File: src/rtl/cpu_to_mem_axi_nx1_arb.sv
// cpu_to_mem_axi_nx1_arb: N-master to 1-slave AXI4 arbiter with independent read and write paths.
// Reads pipeline up to MAX_RD_OUTSTANDING bursts routed back by RID; writes are serialised one at a time.
module cpu_to_mem_axi_nx1_arb #(
  parameter int NUM_MASTERS        = 2,
  parameter int DATA_WIDTH         = 32,
  parameter int ADDR_WIDTH         = 30,
  parameter int STRB_WIDTH         = DATA_WIDTH / 8,
  parameter int ID_WIDTH           = 4,
  parameter int ARB_MODE           = 0,
  parameter int MAX_RD_OUTSTANDING = 4
) (
  input  logic                              clk,
  input  logic                              resetn,
  input  logic [NUM_MASTERS*32-1:0]         m_araddr,
  input  logic [NUM_MASTERS*8-1:0]          m_arlen,
  input  logic [NUM_MASTERS*3-1:0]          m_arsize,
  input  logic [NUM_MASTERS*2-1:0]          m_arburst,
  input  logic [NUM_MASTERS-1:0]            m_arvalid,
  output logic [NUM_MASTERS-1:0]            m_arready,
  output logic [NUM_MASTERS*DATA_WIDTH-1:0] m_rdata,
  output logic [NUM_MASTERS-1:0]            m_rvalid,
  output logic [NUM_MASTERS-1:0]            m_rlast,
  input  logic [NUM_MASTERS-1:0]            m_rready,
  input  logic [NUM_MASTERS*32-1:0]         m_awaddr,
  input  logic [NUM_MASTERS*8-1:0]          m_awlen,
  input  logic [NUM_MASTERS*3-1:0]          m_awsize,
  input  logic [NUM_MASTERS*2-1:0]          m_awburst,
  input  logic [NUM_MASTERS-1:0]            m_awvalid,
  output logic [NUM_MASTERS-1:0]            m_awready,
  input  logic [NUM_MASTERS*DATA_WIDTH-1:0] m_wdata,
  input  logic [NUM_MASTERS*STRB_WIDTH-1:0] m_wstrb,
  input  logic [NUM_MASTERS-1:0]            m_wlast,
  input  logic [NUM_MASTERS-1:0]            m_wvalid,
  output logic [NUM_MASTERS-1:0]            m_wready,
  output logic [NUM_MASTERS-1:0]            m_bvalid,
  input  logic [NUM_MASTERS-1:0]            m_bready,
  output logic [ID_WIDTH-1:0]               s_axi_arid,
  output logic [ADDR_WIDTH-1:0]             s_axi_araddr,
  output logic [7:0]                        s_axi_arlen,
  output logic [2:0]                        s_axi_arsize,
  output logic [1:0]                        s_axi_arburst,
  output logic                              s_axi_arlock,
  output logic [3:0]                        s_axi_arcache,
  output logic [2:0]                        s_axi_arprot,
  output logic                              s_axi_arvalid,
  input  logic                              s_axi_arready,
  input  logic [ID_WIDTH-1:0]               s_axi_rid,
  input  logic [DATA_WIDTH-1:0]             s_axi_rdata,
  input  logic [1:0]                        s_axi_rresp,
  input  logic                              s_axi_rlast,
  input  logic                              s_axi_rvalid,
  output logic                              s_axi_rready,
  output logic [ID_WIDTH-1:0]               s_axi_awid,
  output logic [ADDR_WIDTH-1:0]             s_axi_awaddr,
  output logic [7:0]                        s_axi_awlen,
  output logic [2:0]                        s_axi_awsize,
  output logic [1:0]                        s_axi_awburst,
  output logic                              s_axi_awlock,
  output logic [3:0]                        s_axi_awcache,
  output logic [2:0]                        s_axi_awprot,
  output logic                              s_axi_awvalid,
  input  logic                              s_axi_awready,
  output logic [DATA_WIDTH-1:0]             s_axi_wdata,
  output logic [STRB_WIDTH-1:0]             s_axi_wstrb,
  output logic                              s_axi_wlast,
  output logic                              s_axi_wvalid,
  input  logic                              s_axi_wready,
  input  logic [ID_WIDTH-1:0]               s_axi_bid,
  input  logic [1:0]                        s_axi_bresp,
  input  logic                              s_axi_bvalid,
  output logic                              s_axi_bready
);
  localparam int N  = NUM_MASTERS;
  localparam int IW = N > 1 ? $clog2(N) : 1;

  typedef enum logic {AR_IDLE, AR_BUSY} ar_state_e;
  typedef enum logic [1:0] {W_IDLE, W_AW, W_W, W_B} wr_state_e;

  function automatic logic [IW-1:0] arb(input logic [N-1:0] req, input logic [IW-1:0] ptr);
    logic found;
    int idx;
    arb = '0;
    found = 1'b0;
    for (int k = 0; k < N; k++) begin
      idx = ((ARB_MODE == 1 ? 0 : int'(ptr)) + k) % N;
      if (!found && req[idx]) begin
        arb = IW'(idx);
        found = 1'b1;
      end
    end
  endfunction

  function automatic logic [IW-1:0] inc_ptr(input logic [IW-1:0] g);
    inc_ptr = IW'((int'(g) + 1) % N);
  endfunction

  ar_state_e             ar_state_q, ar_state_d;
  logic [IW-1:0]         ar_ptr_q, ar_ptr_d, ar_g_q, ar_g_d, ar_g;
  logic [ADDR_WIDTH-1:0] ar_addr_q, ar_addr_d;
  logic [7:0]            ar_len_q, ar_len_d;
  logic [2:0]            ar_size_q, ar_size_d;
  logic [1:0]            ar_burst_q, ar_burst_d;
  logic [3:0]            rd_cnt_q, rd_cnt_d;
  logic                  ar_hs, r_done;
  int                    ag;

  wr_state_e             wr_state_q, wr_state_d;
  logic [IW-1:0]         aw_ptr_q, aw_ptr_d, wr_o_q, wr_o_d, aw_g;
  logic [ADDR_WIDTH-1:0] aw_addr_q, aw_addr_d;
  logic [7:0]            aw_len_q, aw_len_d;
  logic [2:0]            aw_size_q, aw_size_d;
  logic [1:0]            aw_burst_q, aw_burst_d;
  logic                  aw_grant, in_w, in_b;
  int                    wg, wo;

  always_comb begin
    ar_g       = arb(m_arvalid, ar_ptr_q);
    ag         = int'(ar_g);
    ar_hs      = s_axi_arvalid & s_axi_arready;
    r_done     = s_axi_rvalid & s_axi_rready & s_axi_rlast;
    ar_state_d = ar_state_q;
    ar_ptr_d   = ar_ptr_q;
    ar_g_d     = ar_g_q;
    ar_addr_d  = ar_addr_q;
    ar_len_d   = ar_len_q;
    ar_size_d  = ar_size_q;
    ar_burst_d = ar_burst_q;
    if (ar_state_q == AR_IDLE && |m_arvalid && rd_cnt_q < 4'(MAX_RD_OUTSTANDING)) begin
      ar_state_d = AR_BUSY;
      ar_ptr_d   = inc_ptr(ar_g);
      ar_g_d     = ar_g;
      ar_addr_d  = m_araddr[ag*32 +: ADDR_WIDTH];
      ar_len_d   = m_arlen[ag*8 +: 8];
      ar_size_d  = m_arsize[ag*3 +: 3];
      ar_burst_d = m_arburst[ag*2 +: 2];
    end else if (ar_state_q == AR_BUSY && s_axi_arready) begin
      ar_state_d = AR_IDLE;
    end
    rd_cnt_d = rd_cnt_q + 4'(ar_hs) - 4'(r_done);
  end

  assign s_axi_arvalid = ar_state_q == AR_BUSY;
  assign s_axi_arid    = ID_WIDTH'(ar_g_q);
  assign s_axi_araddr  = ar_addr_q;
  assign s_axi_arlen   = ar_len_q;
  assign s_axi_arsize  = ar_size_q;
  assign s_axi_arburst = ar_burst_q;
  assign m_arready     = ar_hs ? N'(1) << ar_g_q : '0;

  // IDs outside the master range are drained so a stray beat cannot stall the slave.
  always_comb begin
    m_rvalid     = '0;
    s_axi_rready = 1'b1;
    for (int i = 0; i < N; i++) begin
      if (s_axi_rid == ID_WIDTH'(i)) begin
        m_rvalid[i]  = s_axi_rvalid & resetn;
        s_axi_rready = m_rready[i];
      end
    end
  end

  assign m_rdata = {N{s_axi_rdata}};
  assign m_rlast = {N{s_axi_rlast}};

  always_comb begin
    aw_g       = arb(m_awvalid, aw_ptr_q);
    wg         = int'(aw_g);
    aw_grant   = wr_state_q == W_IDLE && |m_awvalid;
    wr_state_d = aw_grant ? W_AW :
                 (wr_state_q == W_AW && s_axi_awready) ? W_W :
                 (wr_state_q == W_W && s_axi_wvalid && s_axi_wready && s_axi_wlast) ? W_B :
                 (wr_state_q == W_B && s_axi_bvalid && s_axi_bready) ? W_IDLE : wr_state_q;
    aw_ptr_d   = aw_grant ? inc_ptr(aw_g) : aw_ptr_q;
    wr_o_d     = aw_grant ? aw_g : wr_o_q;
    aw_addr_d  = aw_grant ? m_awaddr[wg*32 +: ADDR_WIDTH] : aw_addr_q;
    aw_len_d   = aw_grant ? m_awlen[wg*8 +: 8] : aw_len_q;
    aw_size_d  = aw_grant ? m_awsize[wg*3 +: 3] : aw_size_q;
    aw_burst_d = aw_grant ? m_awburst[wg*2 +: 2] : aw_burst_q;
  end

  assign wo            = int'(wr_o_q);
  assign in_w          = wr_state_q == W_W;
  assign in_b          = wr_state_q == W_B;
  assign s_axi_awvalid = wr_state_q == W_AW;
  assign s_axi_awid    = ID_WIDTH'(wr_o_q);
  assign s_axi_awaddr  = aw_addr_q;
  assign s_axi_awlen   = aw_len_q;
  assign s_axi_awsize  = aw_size_q;
  assign s_axi_awburst = aw_burst_q;
  assign m_awready     = (s_axi_awvalid & s_axi_awready) ? N'(1) << wr_o_q : '0;
  assign s_axi_wdata   = m_wdata[wo*DATA_WIDTH +: DATA_WIDTH];
  assign s_axi_wstrb   = m_wstrb[wo*STRB_WIDTH +: STRB_WIDTH];
  assign s_axi_wlast   = m_wlast[wo];
  assign s_axi_wvalid  = in_w & m_wvalid[wo];
  assign m_wready      = (in_w & s_axi_wready) ? N'(1) << wr_o_q : '0;
  assign m_bvalid      = (in_b & s_axi_bvalid) ? N'(1) << wr_o_q : '0;
  assign s_axi_bready  = in_b & m_bready[wo];

  assign s_axi_arlock  = 1'b0;
  assign s_axi_arcache = 4'b0;
  assign s_axi_arprot  = 3'b0;
  assign s_axi_awlock  = 1'b0;
  assign s_axi_awcache = 4'b0;
  assign s_axi_awprot  = 3'b0;

  logic unused;
  assign unused = ^{s_axi_rresp, s_axi_bid, s_axi_bresp, m_araddr, m_awaddr};

  always_ff @(posedge clk or negedge resetn) begin
    if (!resetn) begin
      ar_state_q <= AR_IDLE;
      ar_ptr_q   <= '0;
      ar_g_q     <= '0;
      ar_addr_q  <= '0;
      ar_len_q   <= '0;
      ar_size_q  <= '0;
      ar_burst_q <= '0;
      rd_cnt_q   <= '0;
      wr_state_q <= W_IDLE;
      aw_ptr_q   <= '0;
      wr_o_q     <= '0;
      aw_addr_q  <= '0;
      aw_len_q   <= '0;
      aw_size_q  <= '0;
      aw_burst_q <= '0;
    end else begin
      ar_state_q <= ar_state_d;
      ar_ptr_q   <= ar_ptr_d;
      ar_g_q     <= ar_g_d;
      ar_addr_q  <= ar_addr_d;
      ar_len_q   <= ar_len_d;
      ar_size_q  <= ar_size_d;
      ar_burst_q <= ar_burst_d;
      rd_cnt_q   <= rd_cnt_d;
      wr_state_q <= wr_state_d;
      aw_ptr_q   <= aw_ptr_d;
      wr_o_q     <= wr_o_d;
      aw_addr_q  <= aw_addr_d;
      aw_len_q   <= aw_len_d;
      aw_size_q  <= aw_size_d;
      aw_burst_q <= aw_burst_d;
    end
  end
endmodule
File: config.mk
export PLATFORM = sky130hd
export DESIGN_NAME = cpu_to_mem_axi_nx1_arb
export DESIGN_NICKNAME = d
export VERILOG_FILES = /design/src/rtl/cpu_to_mem_axi_nx1_arb.sv
export SDC_FILE = /design/constraint.sdc
export NUM_CORES = 1
export LEC_CHECK = 0
export CELL_PAD_IN_SITES_DETAIL_PLACEMENT = 1
export CELL_PAD_IN_SITES_GLOBAL_PLACEMENT = 2
export CORE_AREA = 2 2 210 212
export DETAILED_ROUTE_END_ITERATION = 8
export DIE_AREA = 0 0 212 214
export PLACE_DENSITY_LB_ADDON = 0.1
export SLEW_MARGIN = 25
export SYNTH_ARGS = -nofsm -noshare
export SYNTH_HDL_FRONTEND = slang
export SYNTH_SLANG_ARGS = --single-unit
File: constraint.sdc
create_clock -name clk -period 4.5 [get_ports clk]
set_input_delay 0.9 -clock clk [delete_from_list [all_inputs] [get_ports clk]]
set_output_delay 0.9 -clock clk [all_outputs]
set_load 0.005 [all_outputs]
==> summary.md, run 1 <==
| Metric | Value |
|---|---|
| Ys flop type | dfrtp_1 |
| FILL cells | 4836 |
| Detailed-placement wirelength estimate | 23.30 mm |
| Rows | 76 |
| RSZ-0062 raised after global routing | no |
| Critical path arrival | 2300 ps |
| Avg Synthesized Cell Area | 11.09 µm² |
| Synth top cells by count | 97 x dfrtp_1, 94 x buf_4, 86 x a221o_1 |
| Root cell of the clock tree | clkbuf_16 |
| Global Route Usage Sum | 13.17% |
| Leak | 3.941 nW |
| Critical path fanouts, max | 2 |
| Area grow syn2layout | 76.76% |
| Vias post-DR | 5512 |
| Effective utilization at floorplan | 13.32% |
| PwrDens | 507.8 nW/µm² |
| Synth area leader | dfrtp_1 |
| DRC | 0 |
| CTS Sinks | 97 |
| Port Buffers | 409 |
| CP Launch Type | input port |
| Drt first pass iters | 4 |
| Total CTS buffers | 9 |
| Actual slew at the worst max-slew pin | 1005 ps |
| Synthesized flop and latch total | 97 |
| Sequential cell area | 2427 µm² |
| Cell Count, Final, Fillers Out | 1421 |
| Die height | 214 µm |
| I/O pin count | 544 |
| Post-CTS sizing | 0 |
| Synth cell types | 35 |
| Routed wire length | 30.83 mm |
| Largest cells by area after synthesis | dfrtp_1 42%, a221o_1 15%, buf_4 12% |
| # nets final | 1152 |
| Worst Setup End Kind | primary output |
| Antenna violations before repair | 9 |
| Final global-route overflow total | 0 |
| Peak supply drop | 219.0 µV |
| Pre-CTS setup slack | 1284 ps |
| Clk buf depth | 2 |
| Worst endpoint required time | 3600 ps |
| Die width | 212 µm |
| Mapped cell area | 5712 µm² |
| Final setup violating endpoints | 0 |
| Final Hold Viols | 0 |
| Rel. slew slack | 32.99% |
| Hold slack | 480.8 ps |
| Setup_tns | 0 ps |
| Multi-input logic area | 2436 µm² |
| DR vias/cell | 3.879 |
| Clock Latency Late Sink | 380 ps |
| Fin. max-slew vios | 0 |
| Synth Warn # | 0 |
| Final Worst Setup Slack | 1302 ps |
| Fmax | 312.7 MHz |
| Routability Congestion | 0.7142 |
| Seq/Total Area, Yosys | 42.50% |
| Share of cells above drive strength 1 | 8.024% |
| Post-DRT Antenna Nets | 0 |
| DP Cell Count | 1403 |
| Setup Buffers After CTS | 0 |
| Die footprint | 45370 µm² |
| Largest net degree at the start of global routing | 61 |
| Avg WL per Cell | 21.69 µm |
| Hold Path Class | reg -> reg |
| WS Path Type | in -> out |
| Hold buffers post-CTS | 0 |
| Number of synthesized flops with an enable pin | 0 |
| CTS tree | yes |
| Initial DRC Count | 209 |
| Clock Pin Slew Worst Setup and Hold Paths | 70 ps |
| Core Area | 42890 µm² |
| Top-count cell post-synth | dfrtp_1 |
| Ys async rst share | 100.0% |
| Final period util | 71.07% |
| Max capacitance violation total | 0 |
| # H-tree levels | 3 |
| Status | completed |
| Fin Clk Skew | 14.62 ps |
| Mapped Cells | 515 |
| Top-area cell type share of the netlist area | 42.50% |
| Vias in the first global route | 6122 |
| First-pass GRT wire length | 43.48 mm |
| Tmin final | 3198 ps |
where the power goes:
part	leakage [nW]	total [W]	internal (W)	switching [W]
sequential	1.21	0.00152	0.00128	0.000238
clock	0.139	0.000826	0.000432	0.000394
combinational	2.60	0.00278	0.00168	0.00110
sequential cells by signal, summed over array words and instances (netlist names), 2 cells and up:
register       cells
s_axi_arburst      2
wr_state_q         2
s_axi_arlen        8
s_axi_awsize       3
rd_cnt_q           4
s_axi_arsize       3
s_axi_awaddr      30
s_axi_awburst      2
s_axi_awlen        8
s_axi_araddr      30
critical path, stage by stage:
cell             delay, ps
clkdlybuf4s50_1        390
nor3_1                 250
nand3_1                130
nor2_1                 110
clkdlybuf4s50_1        510
worst paths after layout:
kind | endpoint | slack, ps | depth (start not counted) | startpoint
worst min-delay path | rd_cnt_q[0] | 480 | 1 | rd_cnt_q[0]
worst min register to register | rd_cnt_q[0] | 480 | 1 | rd_cnt_q[0]
worst max-delay path | m_rvalid[0] | 1300 | 5 | s_axi_rid[3]
min in group asynchronous | rd_cnt_q[0] | 610 | 2 | resetn
max in group asynchronous | ar_ptr_q | 2820 | 4 | resetn
worst max register to register | s_axi_arlen[1] | 1860 | 7 | rd_cnt_q[2]
metrics by stage:
stage          total power [W]  util, %  cell area, µm²
2_1_floorplan         0.002760        -            5791
3_3_place_gp          0.004307    22.78            9769
3_5_place_dp          0.004353    22.80            9777
4_1_cts               0.005244    23.47           10070
5_1_grt               0.005501    23.54           10090
6_report              0.005127    23.54           10100
cells in the final DEF, fill, tap and decap left out, drive strengths merged, types with 2 or more instances in the layout:
master	netlist	layout
nor2b	3	3
nand2	9	9
a21oi	4	4
a21boi	87	87
a21o	3	3
clkinv	0	3
or2	2	2
mux2	37	37
ha	5	5
inv	10	10
nand3	2	2
a221o	86	86
mux2i	3	3
nor2	13	13
conb	1	22
clkbuf	23	11
buf	111	9
dfrtp	97	97
clkdlybuf4s50	0	408
and3	8	8
routing by layer:
metal	routed length, µm	part of all wire, %	up-vias	track usage [%]
li1	-	-	2438	-
met1	11600	38	2685	14.20
met2	14800	48	332	22.21
met3	3737	12	45	6.656
met4	596	1.9	12	4.413
met5	92	0.30	-	0
area by class of cell:
type                       instances  area share, %
antenna                            1        0.02479
clock buffer                      11          2.305
clock inverter                     5         0.5577
inverter                          10         0.3718
multi-input combinational        295          24.13
sequential                        97          24.04
tap                              585          7.250
timing repair buffer             417          41.32
logic make-up (layout without fill, tap and decap cells):
| logic type | after synthesis | in the layout | share of synthesized area [%] |
|---|---|---|---|
| other cells | 1 | 23 | 0.06565 |
| flops | 97 | 97 | 42.50 |
| buf+inv | 144 | 443 | 16.54 |
| fa+ha+maj | 6 | 6 | 1.446 |
| simple gates | 42 | 42 | 3.702 |
| compound gates | 183 | 183 | 27.62 |
| xor+xnor | 2 | 2 | 0.3067 |
| mux | 40 | 40 | 7.820 |
(Power assumes the default switching activity.)
==> run 2: changes to the inputs <==
--- a/config.mk
+++ b/config.mk
@@ -7,9 +7,10 @@
 export LEC_CHECK = 0
 export CELL_PAD_IN_SITES_DETAIL_PLACEMENT = 1
 export CELL_PAD_IN_SITES_GLOBAL_PLACEMENT = 2
-export CORE_AREA = 2 2 210 212
+export CORE_ASPECT_RATIO = 0.6
+export CORE_MARGIN = 2
+export CORE_UTILIZATION = 14
 export DETAILED_ROUTE_END_ITERATION = 8
-export DIE_AREA = 0 0 212 214
 export PLACE_DENSITY_LB_ADDON = 0.1
 export SLEW_MARGIN = 25
 export SYNTH_ARGS = -nofsm -noshare
==> constraint.sdc (replaced) <==
create_clock -name clk -period 2.8 [get_ports clk]
set_input_delay 0.56 -clock clk [delete_from_list [all_inputs] [get_ports clk]]
set_output_delay 0.56 -clock clk [all_outputs]
set_load 0.005 [all_outputs]
==> run 2 against run 1 <==
- combinational power grew 64%
- critical path depth unchanged
- first-iteration DRC count grew 0.48%
- power rose by 63%
- setup slack worse by 1100 ps
- worst hold slack worse by 170 ps
- final cell count fell by 3.6%
- clock skew down 4.9 ps
- final area about the same
- die area shrank 6.4%
- clock-buffer cell count did not move
- utilization is 1.5 points higher
- largest power group unchanged
==> summary.md, run 2 (synthesis results as in run 1) <==
| Metric | Value |
|---|---|
| R2R Setup Slk | 980 ps (-880 ps) |
| Rows | 57 (-25%) |
| CP startpoint | s_axi_rid[3] |
| Clock Latency Late Sink | 370 ps (about the same) |
| Detailed-placement wirelength estimate | 23.62 mm (+1.4%) |
| Max capacitance violation total | 0 (unchanged) |
| Core Area | 40370 µm² (-5.9%) |
| Total CTS buffers | 9 (unchanged) |
| Hold Path Class | in -> async |
| Antenna violations before repair | 2 (-7) |
| DRC | 0 (unchanged) |
| Actual slew at the worst max-slew pin | 813.9 ps (-191.2 ps) |
| Area grow syn2layout | 76.80% (about the same) |
| Hold buffers post-CTS | 0 (unchanged) |
| WS Path Type | in -> out |
| Setup Buffers After CTS | 0 (unchanged) |
| Initial DRC Count | 210 (+0.48%) |
| Power, Total | 0.008339 W (+63%) |
| Largest net degree at the start of global routing | 56 (-8.2%) |
| CTS Sinks | 97 (unchanged) |
| Pre-CTS setup slack | -50.69 ps (-1334 ps) |
| Rel. slew slack | 45.74% (+13 points) |
| Final Worst Setup Slack | 176.0 ps (-1126 ps) |
| R2r endpoint | rd_cnt_q[2] |
| Post-DP Area | 9784 µm² (about the same) |
| Hold slack | 308.4 ps (-172.4 ps) |
| Critical path fanouts, max | 2 (unchanged) |
| Final period util | 93.71% |
| Die footprint | 42480 µm² (-6.4%) |
| Ant diodes | 0 (-1) |
| Fmax | 381.1 MHz |
| Met2 usage | 24.11% (+1.9 points) |
| Tmin final | 2624 ps |
| Vias in the first global route | 6121 (-0.016%) |
| Fin. max-slew vios | 0 (unchanged) |
| Busiest metal layer after global routing | met2 |
| Vias post-DR | 5394 (-2.1%) |
| Drt first pass iters | 4 (unchanged) |
| # H-tree levels | 3 (unchanged) |
| Final Hold Viols | 0 (unchanged) |
| Global Route Usage Sum | 13.81% (+0.64 points) |
| Status | completed |
| Post-DRT Antenna Nets | 0 (unchanged) |
| Avg WL per Cell | 21.73 µm (+0.15%) |
| Design area | 10100 µm² (about the same) |
| First-pass GRT wire length | 43.05 mm (-1.0%) |
| RSZ-0062 raised after global routing | no |
| Final global-route overflow total | 0 (unchanged) |
| DR vias/cell | 3.937 (+1.5%) |
| Fin Clk Skew | 9.759 ps (-4.858 ps) |
| Effective utilization at floorplan | 14.15% (+0.83 points) |
| Root cell of the clock tree | clkbuf_16 |
| Final core utilization | 25.02% (+1.5 points) |
| Worst Setup End Kind | primary output |
| Share of cells above drive strength 1 | 8.701% (+0.68 points) |
| I/O pin count | 544 (unchanged) |
| Routability Congestion | 0.8267 (+16%) |
| Reg-to-Reg Start | s_axi_arvalid |
| Met3 Use GR | 3.971% (-2.7 points) |
| Clk buf depth | 2 (unchanged) |
| R2R cell count | 7 (unchanged) |
| # nets final | 1156 (+0.35%) |
| CP Launch Type | input port |
| Leak | 3.972 nW (+0.79%) |
| PwrDens | 825.7 nW/µm² (+63%) |
| Most common cell after layout, fill and taps aside | clkdlybuf4s50_1 |
| Final setup violating endpoints | 0 (unchanged) |
| Met1 usage | 16.87% (+2.7 points) |
| Peak supply drop | 291.7 µV (+33%) |
| Worst endpoint required time | 2240 ps (-1360 ps) |
| CTS tree | yes |
| Die width | 264.8 µm (+25%) |
| Most frequent cells in the layout | 408 x clkdlybuf4s50_1, 97 x dfrtp_1, 86 x a221o_1, 80 x a21boi_0, 37 x mux2_2 |
| Critical path arrival | 2060 ps (-240 ps) |
| Die height | 160.5 µm (-25%) |
| Post-CTS sizing | 0 (unchanged) |
| Routed wire length | 29.77 mm (-3.4%) |
| Clock Pin Slew Worst Setup and Hold Paths | 70 ps (about the same) |
| Port Buffers | 409 (unchanged) |
## run 2: cell count changes in the layout (fill, tap and decap cells not counted), moves of 2 or more
cell,previous run,this run
and3_2,0,2
buf_12,0,3
buf_4,8,10
and3_1,6,4
clkinv_2,2,0
## run 2: worst max-delay path, stage by stage
cell and delay [ps]:
clkdlybuf4s50_1 400, nor3_1 290, nand3_1 160, nor2_1 140
clkdlybuf4s50_1 510
## run 2: layout make-up
cell class / count / area (µm²)
multi-input cells: 295 / 2444
well taps: 531 / 664.4
clock inverters: 5 / 63.81
flip-flops and latches: 97 / 2427
fillers: 4530 / 30270
inverters: 10 / 37.54
clock buffers: 11 / 242.7
repair buffers: 421 / 4219
## run 2: where the power goes
group          internal [W]  total [W]  switching (W)
logic               0.00276    0.00455        0.00179
clock network      0.000726    0.00134       0.000615
registers           0.00206    0.00245       0.000384
## run 2: per-layer routing
layer | up-vias | part of all wire [%]
li1 | 2451 | -
met1 | 2770 | 43
met2 | 135 | 51
met3 | 34 | 4.7
met4 | 4 | 1.4
met5 | - | 0.094
## run 2: worst max-delay path by stage
| stage | endpoint | slack, ps | cells past startpoint |
|---|---|---|---|
| 3_3_place_gp | rd_cnt_q[1] | 30 | 10 |
| 4_1_cts | s_axi_wstrb[0] | 160 | 3 |
| 3_5_place_dp | rd_cnt_q[2] | -50 | 10 |
| 6_report | m_rvalid[1] | 180 | 5 |
| 2_1_floorplan | rd_cnt_q[2] | 610 | 9 |
| 5_1_grt | s_axi_wstrb[0] | 60 | 3 |
## run 2: stage by stage
stage / TNS (ps) / cells
3_5_place_dp: -65.52 / 1354
2_1_floorplan: 0 / 536
4_1_cts: 0 / 1370
6_report: 0 / 1370
5_1_grt: 0 / 1370
3_3_place_gp: 0 / 1354
==> run 3: changes to the inputs <==
--- a/config.mk
+++ b/config.mk
@@ -7,10 +7,10 @@
 export LEC_CHECK = 0
 export CELL_PAD_IN_SITES_DETAIL_PLACEMENT = 1
 export CELL_PAD_IN_SITES_GLOBAL_PLACEMENT = 2
-export CORE_ASPECT_RATIO = 0.6
-export CORE_MARGIN = 2
-export CORE_UTILIZATION = 14
+export CORE_AREA = 2 2 215 217
 export DETAILED_ROUTE_END_ITERATION = 8
+export DIE_AREA = 0 0 217 219
+export DONT_BUFFER_PORTS = 1
 export PLACE_DENSITY_LB_ADDON = 0.1
 export SLEW_MARGIN = 25
 export SYNTH_ARGS = -nofsm -noshare
==> constraint.sdc (replaced) <==
create_clock -name clk -period 3 [get_ports clk]
set_input_delay 0.6 -clock clk [delete_from_list [all_inputs] [get_ports clk]]
set_output_delay 0.6 -clock clk [all_outputs]
set_load 0.005 [all_outputs]
==> run 3 against run 2 <==
- critical path depth shrank 3
- setup slack better by 260 ps
- utilization down 12 points
- first-iteration DRC count fell by 47%
- critical endpoint is now s_axi_wdata[19]
==> summary.md, run 3 (synthesis results as in run 1) <==
| Metric | Value |
|---|---|
| Status | completed |
| Sequential cell area | 2429 µm² (about the same) |
| Multi-input logic area | 2429 µm² (-0.61%) |
| Seq pwr share | 42.9% (+14 points) |
| DR vias/cell | 3.827 (-2.8%) |
| Routed wire length | 24.64 mm (-17%) |
| Post-DRT Antenna Nets | 0 (unchanged) |
| Total CTS buffers | 9 (unchanged) |
| Root cell of the clock tree | clkbuf_16 |
| Final period util | 85.39% |
| Final global-route overflow total | 0 (unchanged) |
| Most frequent cells in the layout | 96 x dfrtp_1, 86 x a221o_1, 80 x a21boi_0, 37 x mux2_2, 22 x conb_1 |
| DRC | 0 (unchanged) |
| Worst Setup End Kind | primary output |
| Most common cell after layout, fill and taps aside | dfrtp_1 |
| Hold buffers post-CTS | 1 (+1) |
| Leak | 2.402 nW (-40%) |
| Hold slack | 141.5 ps (-166.9 ps) |
| RSZ-0062 raised after global routing | no |
| Antenna violations before repair | 3 (+1) |
| Post-CTS sizing | 0 (unchanged) |
| FILL cells | 5215 (+15%) |
| Tmin final | 2562 ps |
| Effective utilization at floorplan | 12.67% (-1.5 points) |
| Fin Clk Skew | 11.03 ps (+1.273 ps) |
| # nets final | 748 (-35%) |
| Share of cells above drive strength 1 | 17.17% (+8.5 points) |
| Critical path fanouts, max | 43 (+41) |
| Switching share of power | 38.70% (+5.2 points) |
| Setup Buffers After CTS | 0 (unchanged) |
| WS Path Type | reg -> out |
| Combinational fraction of design power | 35.3% (-19 points) |
| Setup_tns | 0 ps (unchanged) |
| Port Buffers | 0 (-100%) |
| Initial DRC Count | 111 (-47%) |
| First-pass GRT wire length | 33.56 mm (-22%) |
| Die footprint | 47520 µm² (+12%) |
| Pint | 0.003710 W (-33%) |
| Final Hold Viols | 0 (unchanged) |
| Design area | 6078 µm² (-40%) |
| Routability Congestion | 0.7356 (-11%) |
| Clock Power Share | 21.7% (+5.6 points) |
| Vias post-DR | 3949 (-27%) |
| Die height | 219 µm (+36%) |
| Rows | 78 (+37%) |
| Vias in the first global route | 4487 (-27%) |
| Actual slew at the worst max-slew pin | 902.7 ps (+88.77 ps) |
| Area grow syn2layout | 6.418% |
| CTS Sinks | 97 (unchanged) |
| Detailed-placement wirelength estimate | 18.23 mm (-23%) |
| Largest net degree at the start of global routing | 98 (+75%) |
| Sw power | 0.002342 W (-16%) |
| Critical path arrival | 1960 ps (-100 ps) |
| CTS tree | yes |
| # H-tree levels | 3 (unchanged) |
| Clock Pin Slew Worst Setup and Hold Paths | 80 ps (about the same) |
| Hold Path Class | in -> async |
| Final setup violating endpoints | 0 (unchanged) |
| Clk buf depth | 2 (unchanged) |
| Avg WL per Cell | 23.88 µm (+9.9%) |
| Max capacitance violation total | 0 (unchanged) |
| Fmax | 390.4 MHz |
| Core Area | 45090 µm² (+12%) |
| Worst endpoint required time | 2400 ps (+160 ps) |
| PwrDens | 995.6 nW/µm² (+21%) |
| I/O pin count | 544 (unchanged) |
| Rel. slew slack | 39.82% (-5.9 points) |
| Power, Total | 0.006052 W (-27%) |
| Final core utilization | 13.48% (-12 points) |
| Post-DP Area | 5736 µm² (-41%) |
| Peak supply drop | 343.8 µV (+18%) |
| Fin. max-slew vios | 0 (unchanged) |
| Global Route Usage Sum | 10.00% (-3.8 points) |
| Clock Latency Late Sink | 380 ps (about the same) |
| Die width | 217 µm (-18%) |
| CP Launch Type | flip-flop |
| Drt first pass iters | 4 (unchanged) |
==> run 3: layer usage <==
metal / GRT usage, % / wire length [µm] / vias to the layer above
li1: - / - / 1637
met1: 9.786 / 8408 / 1988
met4: 5.342 / 787 / 0
met2: 18.53 / 13240 / 290
met5: 0 / 0 / -
met3: 3.410 / 2209 / 34
==> run 3: layout make-up <==
cell class	instances	area share, %
timing repair buffer	13	1.935
antenna	1	0.04117
multi-input combinational	295	39.95
clock inverter	6	1.214
sequential	97	39.95
tap	600	12.35
clock buffer	10	3.932
inverter	10	0.6175
==> run 3: critical path, stage by stage, from the launching register on <==
cell and delay [ps]:
dfrtp_2 960, buf_4 260, mux2_2 350
==> run 3: worst paths after layout <==
check                         startpoint               end  slack [ps]  cells after the start
hold / removal                    resetn    s_axi_arlen[0]         140                      1
max in group asynchronous         resetn  s_axi_awaddr[26]        2400                      1
min in group clk           s_axi_arready     s_axi_arvalid         320                      1
setup / recovery                  wr_o_q   s_axi_wdata[19]         440                      2
setup reg to reg           wr_state_q[0]  s_axi_awaddr[11]         860                      4
hold reg to reg              rd_cnt_q[0]       rd_cnt_q[0]         480                      1
==> run 3: power groups by stage <==
stage / combinational, W / sequential, W / clock, W
6_report: 0.00214 / 0.00260 / 0.00132
4_1_cts: 0.00220 / 0.00262 / 0.00143
3_3_place_gp: 0.00212 / 0.00265 / 0
2_1_floorplan: 0.00186 / 0.00228 / 0
5_1_grt: 0.00240 / 0.00268 / 0.00146
3_5_place_dp: 0.00215 / 0.00263 / 0
==> run 3: metrics by stage <==
| stage | setup slack, ps | std cells |
|---|---|---|
| floorplan | 773.0 | 536 |
| global placement | 637.2 | 1014 |
| detailed placement | 638.7 | 1014 |
| CTS | 350.4 | 1031 |
| global route | 321.2 | 1032 |
| finish | 438.3 | 1032 |
==> patch 1: new RTL, flow settings as in run 3 <==
`ID_WIDTH`: 4 -> 3.
--- a/src/rtl/cpu_to_mem_axi_nx1_arb.sv
+++ b/src/rtl/cpu_to_mem_axi_nx1_arb.sv
@@ -7,3 +7,3 @@
   parameter int STRB_WIDTH         = DATA_WIDTH / 8,
-  parameter int ID_WIDTH           = 4,
+  parameter int ID_WIDTH           = 3,
   parameter int ARB_MODE           = 0,
Interface: changed (resized s_axi_arid, s_axi_awid, s_axi_bid and s_axi_rid); port bits go from 544 to 540. No check against the original RTL was run, so the function may have changed too.
==> patch 1 against run 3 <==
  * Design area up 0.43%
  * Wire length fell by 7.9%
  * Power is 0.77% higher
  * Sequential cell count is the same
  * Global-route usage shrank 0.87 points
  * Synthesized cell count fell by 0.58%
  * Worst setup slack better by 0.24 ns
  * Count of clock-buffer cells in the layout increased by 1
  * Synthesized area is 0.61% higher
==> patch 1: results (changes against run 3) <==
Worst setup path
  • CP Max Fanout: 44 (+2.3%)
  • WP data arrival: 1.72 ns (-0.24 ns)
  • Crit-path leading delay family: buffers and inverters
  • Worst path slowest cell: buf_4
  • Worst stage delay on the critical path: 0.45 ns (-0.51 ns)
  • Worst reg2reg path depth: 6 (+2)

Finish
  • Multi-input comb cells: 293 (-0.68%)
  • Number of non-clock inverters: 9 (-1)
  • Filler cells: 5220 (+0.096%)
  • Inserted Diodes: 0 (-1)
  • Layout clock area frac: 5.51% (+0.37 points)
  • Multi-input gate area: 0.00244 mm2 (+0.62%)
  • Seq area share: 39.8% (-0.19 points)
  • Non-clk bufs: 9 (-4)
  • Nets: 739 (-1.2%)
  • Buffering overhead: 1.84% (-0.090 points)
  • Layout cells sized above 1: 16.5% (-0.66 points)
  • Fin cells: 1024 (-0.78%)
  • Post-route cell area: 0.00610 mm2 (+0.43%)

Route
  • WL met3: 1670 um (-25%)
  • Highest metal used: met4
  • Wire length on met2: 11700 um (-11%)
  • Metal-1 WL: 8810 um (+4.8%)
  • Post-Route WL: 22700 um (-7.9%)
  • Initial DRC count: 193 (+74%)

GRT
  • Initial antenna violation count: 0 (-3)
  • Global-route wire length before repair: 31400 um (-6.4%)
  • Total GRT Usage: 9.13% (-0.87 points)
  • Met3 usage: 3.08% (-0.33 points)
  • Met2 usage: 15.5% (-3.1 points)

Logic synthesis
  • Top post-synthesis cells by area: dfrtp_1 42%, a221o_1 15%, buf_4 11%
  • Sequential fraction of the synthesis area: 42.2% (-0.26 points)
  • Synth warn: 0 (unchanged)
  • XOR/XNOR Fraction of Synth Area: 0.305% (-0.0019 points)
  • Multiplexer share of the synthesized area: 7.77% (-0.048 points)
  • Commonest cells post-synth: 97 x dfrtp_1, 88 x buf_4, 86 x a221o_1
  • Fraction of the mapped netlist area in adder cells: 1.44% (-0.0088 points)
  • Post-Synthesis Cells: 512 (-0.58%)
  • Distinct cells, synth: 37 (+5.7%)
  • Compound-Gate Fraction of Synth Area: 27.5% (-0.17 points)

Place
  • Final HPWL DP: 17000 um (-7.0%)
  • Placed cell area: 0.00574 mm2 (about the same)
  • Pre-CTS setup slack: 0.680 ns (+0.0411 ns)

Timing
  • Relative slew margins: 34.9% (-5.0 points)
  • Clk_skew: 0.00710 ns (-0.00393 ns)

Status
  • Outcome: complete, no violations

Power
  • Worst IR Drop VDD: 229 uV (-33%)
  • Switching pwr: 2.23 mW (-4.7%)

Worst hold path
  • Hold crit path type: input pin to asynchronous set/reset pin

Clock network
  • Clock slew at reported path FFs: approximately 0.07 ns
## patch 1: final timing paths
kind	from	to	slack, ns
max	wr_o_q$_DFFE_PN0P_	s_axi_bready	0.68
min	resetn	s_axi_araddr[20]$_DFFE_PN0P_	0.17
max reg2reg	rd_cnt_q[2]$_DFF_PN0_	s_axi_arlen[2]$_DFFE_PN0P_	0.77
min reg2reg	wr_o_q$_DFFE_PN0P_	wr_o_q$_DFFE_PN0P_	0.49
max in group asynchronous	resetn	s_axi_awaddr[27]$_DFFE_PN0P_	2.42
min in group clk	s_axi_arready	s_axi_arvalid$_DFFE_PN0P_	0.31
## patch 1: what timing repair did
action / CTS / global route
endpoints found under the hold margin: 97 / 0
hold buffers: 1 / 0
setup buffers: 0 / 0
## patch 1: power groups by stage
stage               Sequential (mW)  Clock (mW)  Combinational (mW)
finish                         2.51        1.40                2.19
global route                   2.60        1.52                2.44
CTS                            2.54        1.48                2.23
detailed placement             2.55           0                2.19
global placement               2.58           0                2.16
floorplan                      2.28           0                1.92
==> patch 2: new RTL, config.mk and constraints of run 3 <==
Made on the original files. Encoding of `wr_state_e`: now one-hot (4 bits for 4 states).
--- a/src/rtl/cpu_to_mem_axi_nx1_arb.sv
+++ b/src/rtl/cpu_to_mem_axi_nx1_arb.sv
@@ -76,3 +76,3 @@
   typedef enum logic {AR_IDLE, AR_BUSY} ar_state_e;
-  typedef enum logic [1:0] {W_IDLE, W_AW, W_W, W_B} wr_state_e;
+  typedef enum logic [3:0] {W_IDLE = 4'b0001, W_AW = 4'b0010, W_W = 4'b0100, W_B = 4'b1000} wr_state_e;
 
Formal check against the unedited RTL: no difference found for any inputs over 4 cycles, from zero or initial values and one cycle with resetn low; so few cycles prove little.
==> patch 2 against run 3 <==
  * Wire length up 12%
  * Design area up 7.6%
  * Synthesized cell count up 19%
  * Largest power group unchanged
  * Fmax up 3.1%
  * Global-route usage up 1.3 points
  * Sequential cell count up 2
  * Worst setup slack better by 0.078 ns
  * Highest routed layer is now met5
  * Power up 2.6%
  * Combinational power down 6%
  * Synthesized area up 7.6%
  * Final cell count up 9.0%
==> patch 2: results (changes against run 3) <==
Route
  • Metal-1 WL: 9680 um (+15%)
  • Wire length on met2: 13700 um (+3.2%)
  • WL met3: 3390 um (+54%)
  • 1st-pass router iterations: 4 (unchanged)
  • Avg WL per Cell: 24.5 um (+2.7%)
  • Initial DRC count: 154 (+39%)
  • Highest metal used: met5
  • Post-Route WL: 27600 um (+12%)
  • Via Count: 4645 (+18%)

Worst hold path
  • Hold crit path type: input pin to asynchronous set/reset pin

Logic synthesis
  • Commonest cells post-synth: 98 x dfrtp_1, 91 x buf_4, 46 x a21oi_1
  • Post-Synthesis Cells: 615 (+19%)
  • Prevailing post-synth register cell: dfrtp_1
  • Synth warn: 0 (unchanged)
  • Share of flip-flops with an asynchronous set or reset: 100% (unchanged)
  • Distinct cells, synth: 40 (+14%)
  • Sequential fraction of the synthesis area: 40.3% (-2.2 points)
  • Top post-synthesis cells by area: dfrtp_1 40%, buf_4 11%, a221o_1 7.0%

Clock network
  • Clock latency on the worst-skew pair: 0.40 ns (+0.02 ns)
  • Post-CTS Setup Bufs: 0 (unchanged)
  • Resized cells post-CTS: 0 (unchanged)
  • CTS root buffer: clkbuf_16
  • CTS Hold Bufs: 1 (unchanged)
  • Max clock buf depth: 2 (unchanged)
  • Num CTS Buffers: 9 (unchanged)
  • CTS H-tree depth: 3 (unchanged)
  • Clock slew at reported path FFs: 0.08 ns (about the same)

Power
  • LEAKAGE: 2.42 nW (+0.78%)
  • Worst IR Drop VDD: 218 uV (-37%)

Worst setup path
  • Worst reg2reg path startpoint: rd_cnt_q[2]$_DFF_PN0_
  • Worst reg2reg path depth: 6 (+2)
  • Crit path launch: wr_o_q$_DFFE_PN0P_
  • CP Max Fanout: 43 (unchanged)
  • WP data arrival: 1.88 ns (-0.08 ns)

Timing
  • Worst Tran Pin Value: 0.967 ns (+0.0648 ns)
  • Clk_skew: 0.0126 ns (+0.00153 ns)

Place
  • Final HPWL DP: 20100 um (+10%)
  • Port Buffers: 0 (unchanged)
  • Placed insts: 1101 (+8.6%)
  • Pre-CTS setup slack: 0.625 ns (-0.0141 ns)
  • Placed cell area: 0.00614 mm2 (+7.1%)
  • Gpl congestion: 0.812 (+10%)

GRT
  • Grt met1 use: 11.6% (+1.8 points)
  • Met3 usage: 6.11% (+2.7 points)
  • Pin count of the biggest net entering global routing: 99 (+1.0%)
  • Global-route wire length before repair: 38400 um (+14%)
  • Total GRT Usage: 11.3% (+1.3 points)
  • Met2 usage: 18.8% (+0.27 points)
  • Vias in the first global route: 5026 (+12%)
  • Initial antenna violation count: 13 (+10)

Status
  • Outcome: complete, no violations

Finish
  • Nets: 835 (+12%)
  • Layout cells sized above 1: 15.1% (-2.1 points)

Run
  • Reported max-cap violation count: 0 (unchanged)
==> patch 2: cell types whose count changed after synthesis, moves of 4 or more <==
| cell | delta |
|---|---|
| nor2_1 | -4 |
| a21boi_1 | -7 |
| buf_1 | +6 |
| a21boi_0 | -37 |
| a31oi_1 | +43 |
| nand3b_1 | +43 |
| o21ai_0 | +43 |
| clkbuf_1 | +5 |
| buf_6 | +5 |
| a21oi_1 | +42 |
| a221o_1 | -43 |
==> patch 2: path summary, 6_finish.rpt <==
| path | end | slack [ns] |
|---|---|---|
| max in group asynchronous | wr_o_q$_DFFE_PN0P_ | 2.32 |
| min in group clk | s_axi_awaddr[25]$_DFFE_PN0P_ | 0.35 |
| setup / recovery | s_axi_wvalid | 0.52 |
| setup reg to reg | s_axi_arlen[6]$_DFFE_PN0P_ | 1.04 |
| hold reg to reg | rd_cnt_q[0]$_DFF_PN0_ | 0.48 |
| hold / removal | wr_state_q[0]$_DFFE_PN1P_ | 0.05 |
==> patch 2: report_power, final <==
group          switching (mW)  total [mW]  internal, mW
sequential              0.740        2.72          1.98
combinational            1.03        2.01         0.983
clock                   0.636        1.48         0.841
==> patch 2: final cells by class <==
class,instances,area [um2]
clock inverter,6,111
timing repair buffer,14,150
multi-input combinational,378,2750
inverter,11,41.3
antenna,7,17.5
tap,600,751
sequential,99,2480
fill,5267,38600
clock buffer,10,239
==> patch 2: logic make-up after synthesis <==
group	count (synthesis)	synth area share, %
adder cells (fa/ha/maj)	6	1.34
flip-flops	99	40.3
other	1	0.0610
buffers and inverters	159	16.7
AND/OR/NAND/NOR	81	8.85
multiplexers	41	7.51
XOR/XNOR	2	0.285
AO/OA/AOI/OAI	226	24.9
==> patch 2: critical path, cell delays in order (launching register included) <==
cell and delay (ns):
dfrtp_2 0.99, mux2i_1 0.24, nor2b_1 0.25
